File: src/rtl/ei_axi4_wr_arbiter_pkg.sv
// ---------------------------------------------------------------------------
// ei_axi4_pkg
// Shared definitions for the AXI4 write-path arbiter and its helpers:
//   - arb_state_e   : arbiter FSM states (IDLE/ADDR/DATA/RESP)
//   - AW_*          : bit offsets/widths inside the packed AW payload
//                     {awid, awaddr, awlen[7:0], awsize[2:0], awburst[1:0]}
//   - BRESP_*       : AXI4 write response codes
//   - len_mismatch  : W burst length check for a single beat
// ---------------------------------------------------------------------------
package ei_axi4_pkg;

  typedef enum logic [1:0] {
    ST_IDLE = 2'd0,
    ST_ADDR = 2'd1,
    ST_DATA = 2'd2,
    ST_RESP = 2'd3
  } arb_state_e;

  // AW payload layout, LSB first: awburst, awsize, awlen, then awaddr and awid.
  localparam int AW_BURST_LSB = 0;
  localparam int AW_BURST_W   = 2;
  localparam int AW_SIZE_LSB  = 2;
  localparam int AW_SIZE_W    = 3;
  localparam int AW_LEN_LSB   = 5;
  localparam int AW_LEN_W     = 8;
  localparam int AW_ADDR_LSB  = 13;
  // Width of the fixed (non-parameterised) fields: len + size + burst.
  localparam int AW_FIXED_W   = AW_LEN_W + AW_SIZE_W + AW_BURST_W;

  localparam logic [1:0] BRESP_OKAY   = 2'b00;
  localparam logic [1:0] BRESP_SLVERR = 2'b10;

  // A beat is malformed if wlast arrives early/late relative to awlen:
  // the last beat must be beat number awlen, and beat awlen must be last.
  function automatic logic len_mismatch(input logic       wlast,
                                        input logic [7:0] beat_cnt,
                                        input logic [7:0] awlen);
    return wlast ? (beat_cnt != awlen) : (beat_cnt == awlen);
  endfunction

endpackage

File: src/rtl/ei_axi4_wr_arbiter_if.sv
// ---------------------------------------------------------------------------
// ei_axi4_wr_arbiter_if
// Bundle of all handshake/payload signals around the write arbiter.
//   s_*  : NUM_MST upstream master ports (master i at bit/slice i)
//   m_*  : single downstream slave port
// Modports:
//   slave  : the arbiter's view (it is the slave of the s_* ports and
//            drives the m_* ports toward the downstream slave)
//   master : the environment's view (upstream masters + downstream slave)
// ---------------------------------------------------------------------------
interface ei_axi4_wr_arbiter_if
  import ei_axi4_pkg::*;
#(
  parameter int NUM_MST    = 4,
  parameter int ADDR_WIDTH = 32,
  parameter int DATA_WIDTH = 32,
  parameter int ID_WIDTH   = 4
);
  localparam int AW_W = ID_WIDTH + ADDR_WIDTH + AW_FIXED_W;
  localparam int W_W  = DATA_WIDTH + DATA_WIDTH / 8;
  localparam int B_W  = ID_WIDTH + 2;

  // upstream masters
  logic [NUM_MST-1:0]      s_awvalid;
  logic [NUM_MST-1:0]      s_awready;
  logic [NUM_MST*AW_W-1:0] s_aw;
  logic [NUM_MST-1:0]      s_wvalid;
  logic [NUM_MST-1:0]      s_wready;
  logic [NUM_MST-1:0]      s_wlast;
  logic [NUM_MST*W_W-1:0]  s_w;
  logic [NUM_MST-1:0]      s_bvalid;
  logic [NUM_MST-1:0]      s_bready;
  logic [B_W-1:0]          s_b;

  // downstream slave
  logic                    m_awvalid;
  logic                    m_awready;
  logic [AW_W-1:0]         m_aw;
  logic                    m_wvalid;
  logic                    m_wready;
  logic                    m_wlast;
  logic [W_W-1:0]          m_w;
  logic                    m_bvalid;
  logic                    m_bready;
  logic [B_W-1:0]          m_b;

  modport slave (
    input  s_awvalid, s_aw, s_wvalid, s_wlast, s_w, s_bready,
    input  m_awready, m_wready, m_bvalid, m_b,
    output s_awready, s_wready, s_bvalid, s_b,
    output m_awvalid, m_aw, m_wvalid, m_wlast, m_w, m_bready
  );

  modport master (
    output s_awvalid, s_aw, s_wvalid, s_wlast, s_w, s_bready,
    output m_awready, m_wready, m_bvalid, m_b,
    input  s_awready, s_wready, s_bvalid, s_b,
    input  m_awvalid, m_aw, m_wvalid, m_wlast, m_w, m_bready
  );

endinterface

File: src/rtl/ei_axi4_rr_arbiter.sv
// ---------------------------------------------------------------------------
// ei_axi4_rr_arbiter
// Combinational round-robin picker: returns the first set request bit
// searching upward from rr_ptr and wrapping at NUM_REQ-1.
// Ports:
//   req       in  NUM_REQ  request vector
//   rr_ptr    in  IDX_W    highest-priority index this round
//   gnt       out NUM_REQ  one-hot winner (0 when no request)
//   gnt_idx   out IDX_W    winner index (0 when no request)
//   gnt_valid out 1        at least one request present
// ---------------------------------------------------------------------------
module ei_axi4_rr_arbiter #(
  parameter  int NUM_REQ = 4,
  localparam int IDX_W   = $clog2(NUM_REQ)
) (
  input  logic [NUM_REQ-1:0] req,
  input  logic [IDX_W-1:0]   rr_ptr,
  output logic [NUM_REQ-1:0] gnt,
  output logic [IDX_W-1:0]   gnt_idx,
  output logic               gnt_valid
);
  // One extra bit so rr_ptr + offset never overflows before the wrap.
  localparam int SUM_W = IDX_W + 1;

  // Candidate gi is the requester gi positions above rr_ptr (mod NUM_REQ).
  logic [IDX_W-1:0]   cand_idx [NUM_REQ];
  logic [NUM_REQ-1:0] cand_req;

  genvar gi;
  generate
    for (gi = 0; gi < NUM_REQ; gi++) begin : g_cand
      logic [SUM_W-1:0] sum;
      assign sum          = {1'b0, rr_ptr} + SUM_W'(gi);
      assign cand_idx[gi] = (sum >= SUM_W'(NUM_REQ)) ? IDX_W'(sum - SUM_W'(NUM_REQ))
                                                     : IDX_W'(sum);
      assign cand_req[gi] = req[cand_idx[gi]];
    end
  endgenerate

  // Scan from the far end so the nearest candidate to rr_ptr wins.
  always_comb begin
    gnt_idx   = '0;
    gnt_valid = 1'b0;
    for (int i = NUM_REQ - 1; i >= 0; i--) begin
      if (cand_req[i]) begin
        gnt_idx   = cand_idx[i];
        gnt_valid = 1'b1;
      end
    end
    gnt = gnt_valid ? (NUM_REQ'(1) << gnt_idx) : '0;
  end

endmodule

File: src/rtl/ei_axi4_wr_arbiter.sv
// ---------------------------------------------------------------------------
// ei_axi4_wr_arbiter
// AXI4 write-path arbiter: NUM_MST masters onto one slave port, one
// outstanding write at a time. AW is arbitrated round-robin; W and B stay
// locked to the granted master until its B handshake. W burst length is
// checked against AWLEN (data still forwarded unmodified, burst ends on wlast).
// Ports:
//   aclk     in   clock, posedge
//   areset   in   synchronous active-high reset
//   bus      if   ei_axi4_wr_arbiter_if.slave (all AW/W/B channels)
//   grant    out  current owner index, meaningful while busy
//   busy     out  high whenever the FSM is not in IDLE
//   err_len  out  one-cycle pulse, the cycle after a beat with a length
//                 mismatch; at most once per burst
// ---------------------------------------------------------------------------
module ei_axi4_wr_arbiter
  import ei_axi4_pkg::*;
#(
  parameter  int NUM_MST    = 4,
  parameter  int ADDR_WIDTH = 32,
  parameter  int DATA_WIDTH = 32,
  parameter  int ID_WIDTH   = 4,
  localparam int IDX_W      = $clog2(NUM_MST)
) (
  input  logic                  aclk,
  input  logic                  areset,
  ei_axi4_wr_arbiter_if.slave   bus,
  output logic [IDX_W-1:0]      grant,
  output logic                  busy,
  output logic                  err_len
);
  localparam int AW_W = ID_WIDTH + ADDR_WIDTH + AW_FIXED_W;
  localparam int W_W  = DATA_WIDTH + DATA_WIDTH / 8;

  // ---------------- state ----------------
  arb_state_e         state_q,      state_d;
  logic [IDX_W-1:0]   grant_q,      grant_d;
  logic [NUM_MST-1:0] owner_oh_q,   owner_oh_d;
  logic [IDX_W-1:0]   rr_ptr_q,     rr_ptr_d;
  logic               busy_q,       busy_d;
  logic               err_len_q,    err_len_d;
  logic               err_seen_q,   err_seen_d;
  logic [7:0]         awlen_q,      awlen_d;
  logic [7:0]         beat_cnt_q,   beat_cnt_d;

  // ---------------- per-master payload unpacking ----------------
  logic [AW_W-1:0] aw_arr [NUM_MST];
  logic [W_W-1:0]  w_arr  [NUM_MST];

  genvar gi;
  generate
    for (gi = 0; gi < NUM_MST; gi++) begin : g_unpack
      assign aw_arr[gi] = bus.s_aw[gi*AW_W +: AW_W];
      assign w_arr[gi]  = bus.s_w[gi*W_W +: W_W];
    end
  endgenerate

  // ---------------- owner muxes (combinational, zero added latency) -------
  logic [AW_W-1:0] aw_sel;
  logic [W_W-1:0]  w_sel;
  logic            own_awvalid;
  logic            own_wvalid;
  logic            own_wlast;
  logic            own_bready;

  assign aw_sel      = aw_arr[grant_q];
  assign w_sel       = w_arr[grant_q];
  assign own_awvalid = bus.s_awvalid[grant_q];
  assign own_wvalid  = bus.s_wvalid[grant_q];
  assign own_wlast   = bus.s_wlast[grant_q];
  assign own_bready  = bus.s_bready[grant_q];

  // ---------------- arbitration ----------------
  logic [NUM_MST-1:0] arb_gnt;
  logic [IDX_W-1:0]   arb_idx;
  logic               arb_valid;

  ei_axi4_rr_arbiter #(
    .NUM_REQ (NUM_MST)
  ) u_rr (
    .req       (bus.s_awvalid),
    .rr_ptr    (rr_ptr_q),
    .gnt       (arb_gnt),
    .gnt_idx   (arb_idx),
    .gnt_valid (arb_valid)
  );

  // ---------------- handshakes ----------------
  logic             aw_hs;
  logic             w_hs;
  logic             b_hs;
  logic [IDX_W-1:0] next_ptr;

  assign aw_hs    = (state_q == ST_ADDR) && own_awvalid && bus.m_awready;
  assign w_hs     = (state_q == ST_DATA) && own_wvalid  && bus.m_wready;
  assign b_hs     = (state_q == ST_RESP) && bus.m_bvalid && own_bready;
  // Next round starts just after the master that was served (wraps to 0).
  assign next_ptr = (grant_q == IDX_W'(NUM_MST - 1)) ? '0 : grant_q + 1'b1;

  // ---------------- channel routing ----------------
  // Every valid/ready is forced low outside the state that owns its channel.
  always_comb begin
    bus.s_awready = '0;
    bus.s_wready  = '0;
    bus.s_bvalid  = '0;
    bus.s_b       = '0;
    bus.m_awvalid = 1'b0;
    bus.m_aw      = '0;
    bus.m_wvalid  = 1'b0;
    bus.m_wlast   = 1'b0;
    bus.m_w       = '0;
    bus.m_bready  = 1'b0;
    case (state_q)
      ST_ADDR: begin
        bus.m_awvalid = own_awvalid;
        bus.m_aw      = aw_sel;
        bus.s_awready = owner_oh_q & {NUM_MST{bus.m_awready}};
      end
      ST_DATA: begin
        bus.m_wvalid  = own_wvalid;
        bus.m_wlast   = own_wlast;
        bus.m_w       = w_sel;
        bus.s_wready  = owner_oh_q & {NUM_MST{bus.m_wready}};
      end
      ST_RESP: begin
        bus.s_bvalid  = owner_oh_q & {NUM_MST{bus.m_bvalid}};
        bus.s_b       = bus.m_b;
        bus.m_bready  = own_bready;
      end
      default: ;
    endcase
  end

  // ---------------- next-state logic ----------------
  always_comb begin
    state_d    = state_q;
    grant_d    = grant_q;
    owner_oh_d = owner_oh_q;
    rr_ptr_d   = rr_ptr_q;
    busy_d     = busy_q;
    err_len_d  = 1'b0;
    err_seen_d = err_seen_q;
    awlen_d    = awlen_q;
    beat_cnt_d = beat_cnt_q;
    case (state_q)
      ST_IDLE: begin
        if (arb_valid) begin
          grant_d    = arb_idx;
          owner_oh_d = arb_gnt;
          busy_d     = 1'b1;
          state_d    = ST_ADDR;
        end
      end
      ST_ADDR: begin
        if (aw_hs) begin
          awlen_d    = aw_sel[AW_LEN_LSB +: AW_LEN_W];
          beat_cnt_d = '0;
          err_seen_d = 1'b0;
          state_d    = ST_DATA;
        end
      end
      ST_DATA: begin
        if (w_hs) begin
          beat_cnt_d = beat_cnt_q + 8'd1;
          // Report only the first bad beat of a burst.
          if (len_mismatch(own_wlast, beat_cnt_q, awlen_q) && !err_seen_q) begin
            err_len_d  = 1'b1;
            err_seen_d = 1'b1;
          end
          if (own_wlast) begin
            state_d = ST_RESP;
          end
        end
      end
      ST_RESP: begin
        if (b_hs) begin
          rr_ptr_d = next_ptr;
          busy_d   = 1'b0;
          state_d  = ST_IDLE;
        end
      end
      default: begin
        busy_d  = 1'b0;
        state_d = ST_IDLE;
      end
    endcase
  end

  // ---------------- registers ----------------
  always_ff @(posedge aclk) begin
    if (areset) begin
      state_q    <= ST_IDLE;
      grant_q    <= '0;
      owner_oh_q <= '0;
      rr_ptr_q   <= '0;
      busy_q     <= 1'b0;
      err_len_q  <= 1'b0;
      err_seen_q <= 1'b0;
      awlen_q    <= '0;
      beat_cnt_q <= '0;
    end else begin
      state_q    <= state_d;
      grant_q    <= grant_d;
      owner_oh_q <= owner_oh_d;
      rr_ptr_q   <= rr_ptr_d;
      busy_q     <= busy_d;
      err_len_q  <= err_len_d;
      err_seen_q <= err_seen_d;
      awlen_q    <= awlen_d;
      beat_cnt_q <= beat_cnt_d;
    end
  end

  assign grant   = grant_q;
  assign busy    = busy_q;
  assign err_len = err_len_q;

endmodule

File: src/flat_wrapper.sv
// flat-port wrapper written by rule: the top's interface ports become plain ports
module ei_axi4_wr_arbiter_flat import ei_axi4_pkg::*;
#(
  parameter  int NUM_MST    = 4,
  parameter  int ADDR_WIDTH = 32,
  parameter  int DATA_WIDTH = 32,
  parameter  int ID_WIDTH   = 4,
  localparam int IDX_W      = $clog2(NUM_MST)
)
  (aclk, areset, grant, busy, err_len, bus_s_awvalid, bus_s_aw, bus_s_wvalid, bus_s_wlast, bus_s_w, bus_s_bready, bus_m_awready, bus_m_wready, bus_m_bvalid, bus_m_b, bus_s_awready, bus_s_wready, bus_s_bvalid, bus_s_b, bus_m_awvalid, bus_m_aw, bus_m_wvalid, bus_m_wlast, bus_m_w, bus_m_bready);
  ei_axi4_wr_arbiter_if #(.NUM_MST(NUM_MST), .ADDR_WIDTH(ADDR_WIDTH), .DATA_WIDTH(DATA_WIDTH), .ID_WIDTH(ID_WIDTH)) bus_i ();
  input  logic aclk;
  input  logic areset;
  output logic [IDX_W-1:0] grant;
  output logic busy;
  output logic err_len;
  input wire logic [$bits(bus_i.s_awvalid)-1:0] bus_s_awvalid;
  input wire logic [$bits(bus_i.s_aw)-1:0] bus_s_aw;
  input wire logic [$bits(bus_i.s_wvalid)-1:0] bus_s_wvalid;
  input wire logic [$bits(bus_i.s_wlast)-1:0] bus_s_wlast;
  input wire logic [$bits(bus_i.s_w)-1:0] bus_s_w;
  input wire logic [$bits(bus_i.s_bready)-1:0] bus_s_bready;
  input wire logic [$bits(bus_i.m_awready)-1:0] bus_m_awready;
  input wire logic [$bits(bus_i.m_wready)-1:0] bus_m_wready;
  input wire logic [$bits(bus_i.m_bvalid)-1:0] bus_m_bvalid;
  input wire logic [$bits(bus_i.m_b)-1:0] bus_m_b;
  output wire logic [$bits(bus_i.s_awready)-1:0] bus_s_awready;
  output wire logic [$bits(bus_i.s_wready)-1:0] bus_s_wready;
  output wire logic [$bits(bus_i.s_bvalid)-1:0] bus_s_bvalid;
  output wire logic [$bits(bus_i.s_b)-1:0] bus_s_b;
  output wire logic [$bits(bus_i.m_awvalid)-1:0] bus_m_awvalid;
  output wire logic [$bits(bus_i.m_aw)-1:0] bus_m_aw;
  output wire logic [$bits(bus_i.m_wvalid)-1:0] bus_m_wvalid;
  output wire logic [$bits(bus_i.m_wlast)-1:0] bus_m_wlast;
  output wire logic [$bits(bus_i.m_w)-1:0] bus_m_w;
  output wire logic [$bits(bus_i.m_bready)-1:0] bus_m_bready;
  assign bus_i.s_awvalid = bus_s_awvalid;
  assign bus_i.s_aw = bus_s_aw;
  assign bus_i.s_wvalid = bus_s_wvalid;
  assign bus_i.s_wlast = bus_s_wlast;
  assign bus_i.s_w = bus_s_w;
  assign bus_i.s_bready = bus_s_bready;
  assign bus_i.m_awready = bus_m_awready;
  assign bus_i.m_wready = bus_m_wready;
  assign bus_i.m_bvalid = bus_m_bvalid;
  assign bus_i.m_b = bus_m_b;
  assign bus_s_awready = bus_i.s_awready;
  assign bus_s_wready = bus_i.s_wready;
  assign bus_s_bvalid = bus_i.s_bvalid;
  assign bus_s_b = bus_i.s_b;
  assign bus_m_awvalid = bus_i.m_awvalid;
  assign bus_m_aw = bus_i.m_aw;
  assign bus_m_wvalid = bus_i.m_wvalid;
  assign bus_m_wlast = bus_i.m_wlast;
  assign bus_m_w = bus_i.m_w;
  assign bus_m_bready = bus_i.m_bready;
  ei_axi4_wr_arbiter #(.NUM_MST(NUM_MST), .ADDR_WIDTH(ADDR_WIDTH), .DATA_WIDTH(DATA_WIDTH), .ID_WIDTH(ID_WIDTH)) u_core (.aclk(aclk), .areset(areset), .bus(bus_i), .grant(grant), .busy(busy), .err_len(err_len));
endmodule
File: config.mk
export PLATFORM = sky130hd
export DESIGN_NAME = ei_axi4_wr_arbiter_flat
export DESIGN_NICKNAME = d
export VERILOG_FILES = /design/src/rtl/ei_axi4_wr_arbiter_pkg.sv /design/src/rtl/ei_axi4_wr_arbiter_if.sv /design/src/rtl/ei_axi4_rr_arbiter.sv /design/src/rtl/ei_axi4_wr_arbiter.sv /design/src/flat_wrapper.sv
export SDC_FILE = /design/constraint.sdc
export NUM_CORES = 1
export LEC_CHECK = 0
export CORE_AREA = 2 2 187 189
export CTS_CLUSTER_DIAMETER = 200
export DETAILED_ROUTE_END_ITERATION = 6
export DIE_AREA = 0 0 189 191
export PLACE_DENSITY = 0.4
export SLEW_MARGIN = 20
export SYNTH_ARGS = -nofsm -noshare
export SYNTH_HDL_FRONTEND = slang
export SYNTH_SLANG_ARGS = --single-unit
File: constraint.sdc
create_clock -name aclk -period 3.21 [get_ports aclk]
set_input_delay 0.4815 -clock aclk [delete_from_list [all_inputs] [get_ports aclk]]
set_output_delay 0.4815 -clock aclk [all_outputs]
set_load 0.03 [all_outputs]
Word level (Yosys, flattened, before mapping)
Index checks and enable logic that the tools add are counted.

Flip-flop bits (word level): 29. Word-level logic and storage cells: 129.

Add/sub/neg operators: 9. Order comparisons: 10. Equal/unequal tests: 12. Shift operators: 1. Muxes and demuxes: 63. Bitwise operators: 6. Reductions and logical operators: 19.

Operators with widths (number): 49-bit 2-to-1 mux (3); 36-bit 2-to-1 mux (3); 49-bit binary-select mux with 2-bit select (1); 36-bit binary-select mux with 2-bit select (1); 2-bit 2-to-1 mux (14); 1-bit 2-to-1 mux (23); 1-bit binary-select mux with 2-bit select (8); 8-bit 2-to-1 mux (2); 8-bit case mux with 2 select lines (1); 2-bit by 3-bit less-than comparator with 1-bit output, second input constant (5); 4-bit bitwise AND (3); 3-bit >= comparator, second input constant (4); 4-bit 2-to-1 mux (3); 2-bit by 1-bit != test with 1-bit output, second input constant (5); 8-bit by 1-bit adder with 8-bit output, second input constant (1); 8-bit equality test (1); 8-bit != test (1); 2-bit case mux with 4 select lines (1); 2-bit by 1-bit subtractor with 2-bit output, second input constant (4); 1-bit logical AND (7); 2-bit by 2-bit adder with 3-bit output, second input constant (2); 2-bit equality test, second input constant (3); 6-bit 2-to-1 mux (1); 2-bit AND reduction (3); 16 further kinds (20).

Depth between registers and ports, before layout
Word-level depth: 11. Gate-level depth with buffers: 7. Depth with buffers taken out: 6.

Modules after synthesis
From an unflattened synthesis, not the netlist that was laid out.

Cell total of the unflattened synthesis: 432. Area total of the unflattened synthesis: 4470.5 µm².

Modules (own cells, without submodules): ei_axi4_wr_arbiter (instances 1, cells each 403, area an instance 4287.9 µm²); ei_axi4_rr_arbiter (instances 1, cells each 29, area an instance 182.7 µm²).

Least setup slack after synthesis
OpenSTA, ideal clock, no wires.

Kind: reg2out. Start point: reg u_core.grant_q[0], in the netlist u_core.grant[0]. End point: out bus_m_w[10]. Data arrival time: 2.113 ns. Data required time: 2.728 ns. Setup slack: 0.616 ns. Cell stages (with the launch flop): 6. Path buffers: 3. Cell sequence: dfxtp_1 -> buf_6 -> buf_2 -> buf_2 -> mux4_2 -> and2_1.

Longest elaborated chain between the ends: 5.

Ends and longest elaborated chain: start: declaration (RTL line ei_axi4_wr_arbiter.sv:37) `logic [IDX_W-1:0] grant_q, grant_d;`; start signal: assignment (RTL line ei_axi4_wr_arbiter.sv:203) `grant_q <= grant_d;`; 2-bit inverter with 3-bit output (not written as such) (RTL line ei_axi4_wr_arbiter.sv:67) `assign w_sel = w_arr[grant_q];`; 36-bit binary-select mux with 2-bit select (RTL line ei_axi4_wr_arbiter.sv:67); 36-bit 2-to-1 mux (not written as such) (2 in a row) (RTL line ei_axi4_wr_arbiter.sv:67); 36-bit 2-to-1 mux (RTL line ei_axi4_wr_arbiter.sv:113) `case (state_q)`; end: declaration (RTL line flat_wrapper.sv:35) `output wire logic [$bits(bus_i.m_w)-1:0] bus_m_w;`.

No other way between the ends. The select of a mux whose other input is x is not followed.

Worst setup path after layout
Start point: reg u_core.grant_q[0], in the netlist u_core.grant[0]. End point: out bus_m_aw[34].

Longest elaborated chain between the ends: 5.

Ends and longest elaborated chain: 2-bit inverter with 3-bit output (not written as such) (RTL line ei_axi4_wr_arbiter.sv:66) `assign aw_sel = aw_arr[grant_q];`; 49-bit binary-select mux with 2-bit select (RTL line ei_axi4_wr_arbiter.sv:66); 49-bit 2-to-1 mux (not written as such) (2 in a row) (RTL line ei_axi4_wr_arbiter.sv:66); 49-bit 2-to-1 mux (RTL line ei_axi4_wr_arbiter.sv:113); end: declaration (RTL line flat_wrapper.sv:32) `output wire logic [$bits(bus_i.m_aw)-1:0] bus_m_aw;`.

No other way between the ends. The select of a mux whose other input is x is not followed.

==> results.yml <==
status:
  outcome: "complete, no violations"
global_route:
  grt_pass1_vias: 5704
  grt.total_usage: 0.1530
  antenna_found_initial: 6
  grt_pass1_wl_um: 39960
  grt-ovfl-total: 0
  grt_max_degree: 37
sta:
  hold_viol: 0
  rsz0062_at_grt: "no"
  finalCriticalPeriod_ps: 2970
  max_freq_mhz: 336.7
  period_share: 0.9252
  skew_ps: 7.121
  fin_setup_tns_ps: 0
  tightest_slew_ps: 832.5
  max-slew-margin-rel: 0.4416
  drv_slew: 0
  setup_viol: 0
min_path:
  whs_endpoint: "u_core.err_seen_q$_SDFFE_PP0P_"
  hold_path.class: "flip-flop to flip-flop"
  worstHoldStart: "u_core.err_seen_q$_SDFFE_PP0P_"
  holdPathStages: 2
route:
  met1Wirelength_um: 11160
  route.top_layer_used: "met5"
  ant_nets: 0
  drc: 0
  wl_per_cell_um: 21.89
  wl_met3_um: 2215
  first_iter_violations: 217
  dr_wl_met2_um: 15160
  routed-via-count: 5195
  wirelength_um: 28930
  drt-vias-per-instance: 3.930
  firstDrtPassIters: 4
place:
  gp_congestion: 0.7819
  post-dp-hpwl_um: 25160
  dp_cells: 1312
  placed_cell_area_sq_um: 9662
  io_buffers: 477
synth:
  synthFlopType: "dfxtp_1"
  syn_area_sq_um: 4280
  ys_seq_area_frac: 0.1356
  synth_area_leaders: "mux4_2 46%, and2_1 14%, dfxtp_1 14%, mux2i_1 3.0%, a21oi_1 2.1%"
  ys_ff_latch: 29
  syn_nets: 773
  synthDistinctLibCells: 41
  synthArstFlopShare: 0
  synth_edf_count: 0
  yosysTopAreaCellShare: 0.4630
  synth_area_leader_cell: "mux4_2"
  netlist_instances: 399
  ys_warn_count: 0
  syn_area_per_cell_sq_um: 10.73
floorplan:
  rows: 68
  core_area_sq_um: 34120
  start_util: 0.1255
  ioPinCount: 478
  die-area_sq_um: 36100
  dieWidth_um: 189
  die_h_um: 191
clock_tree:
  cts-root-buf: "clkbuf_16"
  tritoncts: "done"
  clock_latency_ps: 280
  cts_resized: 0
  cts_max_level: 2
  clock-sinks: 29
  cts_setup_buffers: 0
  clockBufferDepth: 2
  holdBufCountCts: 0
  clk_pin_slew_ps: 50
  cts_buffers: 5
pwr:
  p_per_area_nw_per_um2: 423.8
  p_leak_uw: 0.003409
  irDropWorstVdd_mv: 0.1999
setup_path:
  r2r_setup_slack_ps: 770
  worst_r2r_path_depth: 6
  cp_max_fo: 21
  start_kind: "flip-flop"
  cp.arrival_ps: 2490
  critPathCaptureType: "output pin"
  required_ps: 2730
  reg2reg_to: "u_core.beat_cnt_q[1]$_SDFFE_PP0P_"
  crit_type: "flip-flop to output pin"
  r2r_start: "u_core.grant[1]$_SDFFE_PP0P_"
finish:
  area_growth_pct: 129.8
  drive_gt1_frac: 0.1480
  fin_nets: 1238
  finalNonFillerCells: 1322
  design_area_sq_um: 9834
flow_run:
  max_cap_violations: 0
[cells in the final DEF, fill, tap and decap left out, drive strengths merged, types with 2 or more instances in the layout]
cell type,count
clkdlybuf4s50,468
and2,96
mux4,88
dfxtp,29
buf,26
a21oi,18
nand2,14
and3,13
mux2i,13
nor2,13
inv,10
o21ai,9
xnor2,9
clkbuf,8
or3,7
ha,7
nand3,5
nand4,5
nand2b,3
diode,2
a221o,2
o21a,2
nor3,2
[synth_stat cells, drive strengths merged, types with 3 or more instances]
cell type  count
and2          96
mux2i         13
dfxtp         29
and3          13
nand2         14
a21oi         18
mux4          88
inv           10
nand2b         3
clkbuf        21
nand4          5
or3            7
nand3          5
ha             7
xnor2          9
o21ai          9
buf           15
nor2          13
[report_power, final]
group          internal [uW]  leakage, uW  total [uW]  switching [uW]
clock                    356    0.0000823         527             171
sequential               413     0.000237         484            70.8
combinational           1570      0.00309        3160            1590
[per-stage QoR]
| stage | util | setup WS [ps] | hold WS [ps] | power, uW |
|---|---|---|---|---|
| 6_report | 0.2883 | 240.2 | 450.8 | 4168 |
| 3_3_place_gp | 0.2832 | 372.1 | 438.0 | 3708 |
| 5_1_grt | 0.2883 | 129.0 | 480.5 | 4421 |
| 3_5_place_dp | 0.2832 | 353.0 | 444.2 | 3696 |
| 2_1_floorplan | - | 615.7 | 426.2 | 2186 |
| 4_1_cts | 0.2881 | 197.2 | 452.8 | 4246 |
[cells by family after synthesis]
family                   Yosys count  synth area share
flip-flops                        29            0.1356
AO/OA/AOI/OAI                     43           0.06314
AND/OR/NAND/NOR                  164            0.2239
adder cells (fa/ha/maj)            7           0.02046
multiplexers                     101            0.4934
XOR/XNOR                           9           0.01842
buffers and inverters             46           0.04502
[how the worst max path moves through the flow]
stage / from / endpoint / slack, ps / depth (start not counted)
2_1_floorplan: u_core.grant[0]$_SDFFE_PP0P_ / bus_m_w[10] / 620 / 5
3_5_place_dp: bus_s_awvalid[0] / bus_m_awvalid / 350 / 4
5_1_grt: u_core.grant[0]$_SDFFE_PP0P_ / bus_m_aw[34] / 130 / 5
6_report: u_core.grant[0]$_SDFFE_PP0P_ / bus_m_aw[34] / 240 / 5
3_3_place_gp: bus_s_awvalid[0] / bus_m_awvalid / 370 / 4
4_1_cts: u_core.grant[0]$_SDFFE_PP0P_ / bus_m_aw[27] / 200 / 5
[metal layers]
metal  GRT usage  up-vias
met5           0        -
met4     0.02825        6
met3     0.04718       25
met2      0.2784      217
met1      0.1770     2474
li1            -     2473
[worst max-delay path, stage by stage, from the launching register on]
cell	delay (ps)
dfxtp_4	460
buf_12	220
buf_4	210
mux4_2	510
and2_1	170
clkdlybuf4s50_1	590
[sequential cells by signal, summed over array words and instances (netlist names)]
| signal | count |
|---|---|
| u_core.awlen_q | 8 |
| u_core.owner_oh_q | 4 |
| u_core.err_seen_q | 1 |
| u_core.busy | 1 |
| u_core.rr_ptr_q | 2 |
| u_core.grant | 2 |
| u_core.state_q | 2 |
| u_core.err_len | 1 |
| u_core.beat_cnt_q | 8 |
[layout make-up]
class | count | area (sq um)
Antenna cell | 2 | 5.005
Clock buffer | 8 | 167.7
Fill cell | 3562 | 24280
Inverter | 10 | 37.54
Multi-Input combinational cell | 324 | 3512
Sequential cell | 29 | 588.1
Tap cell | 455 | 569.3
Timing Repair Buffer | 494 | 4955
Power figures use the tool's default switching activity.
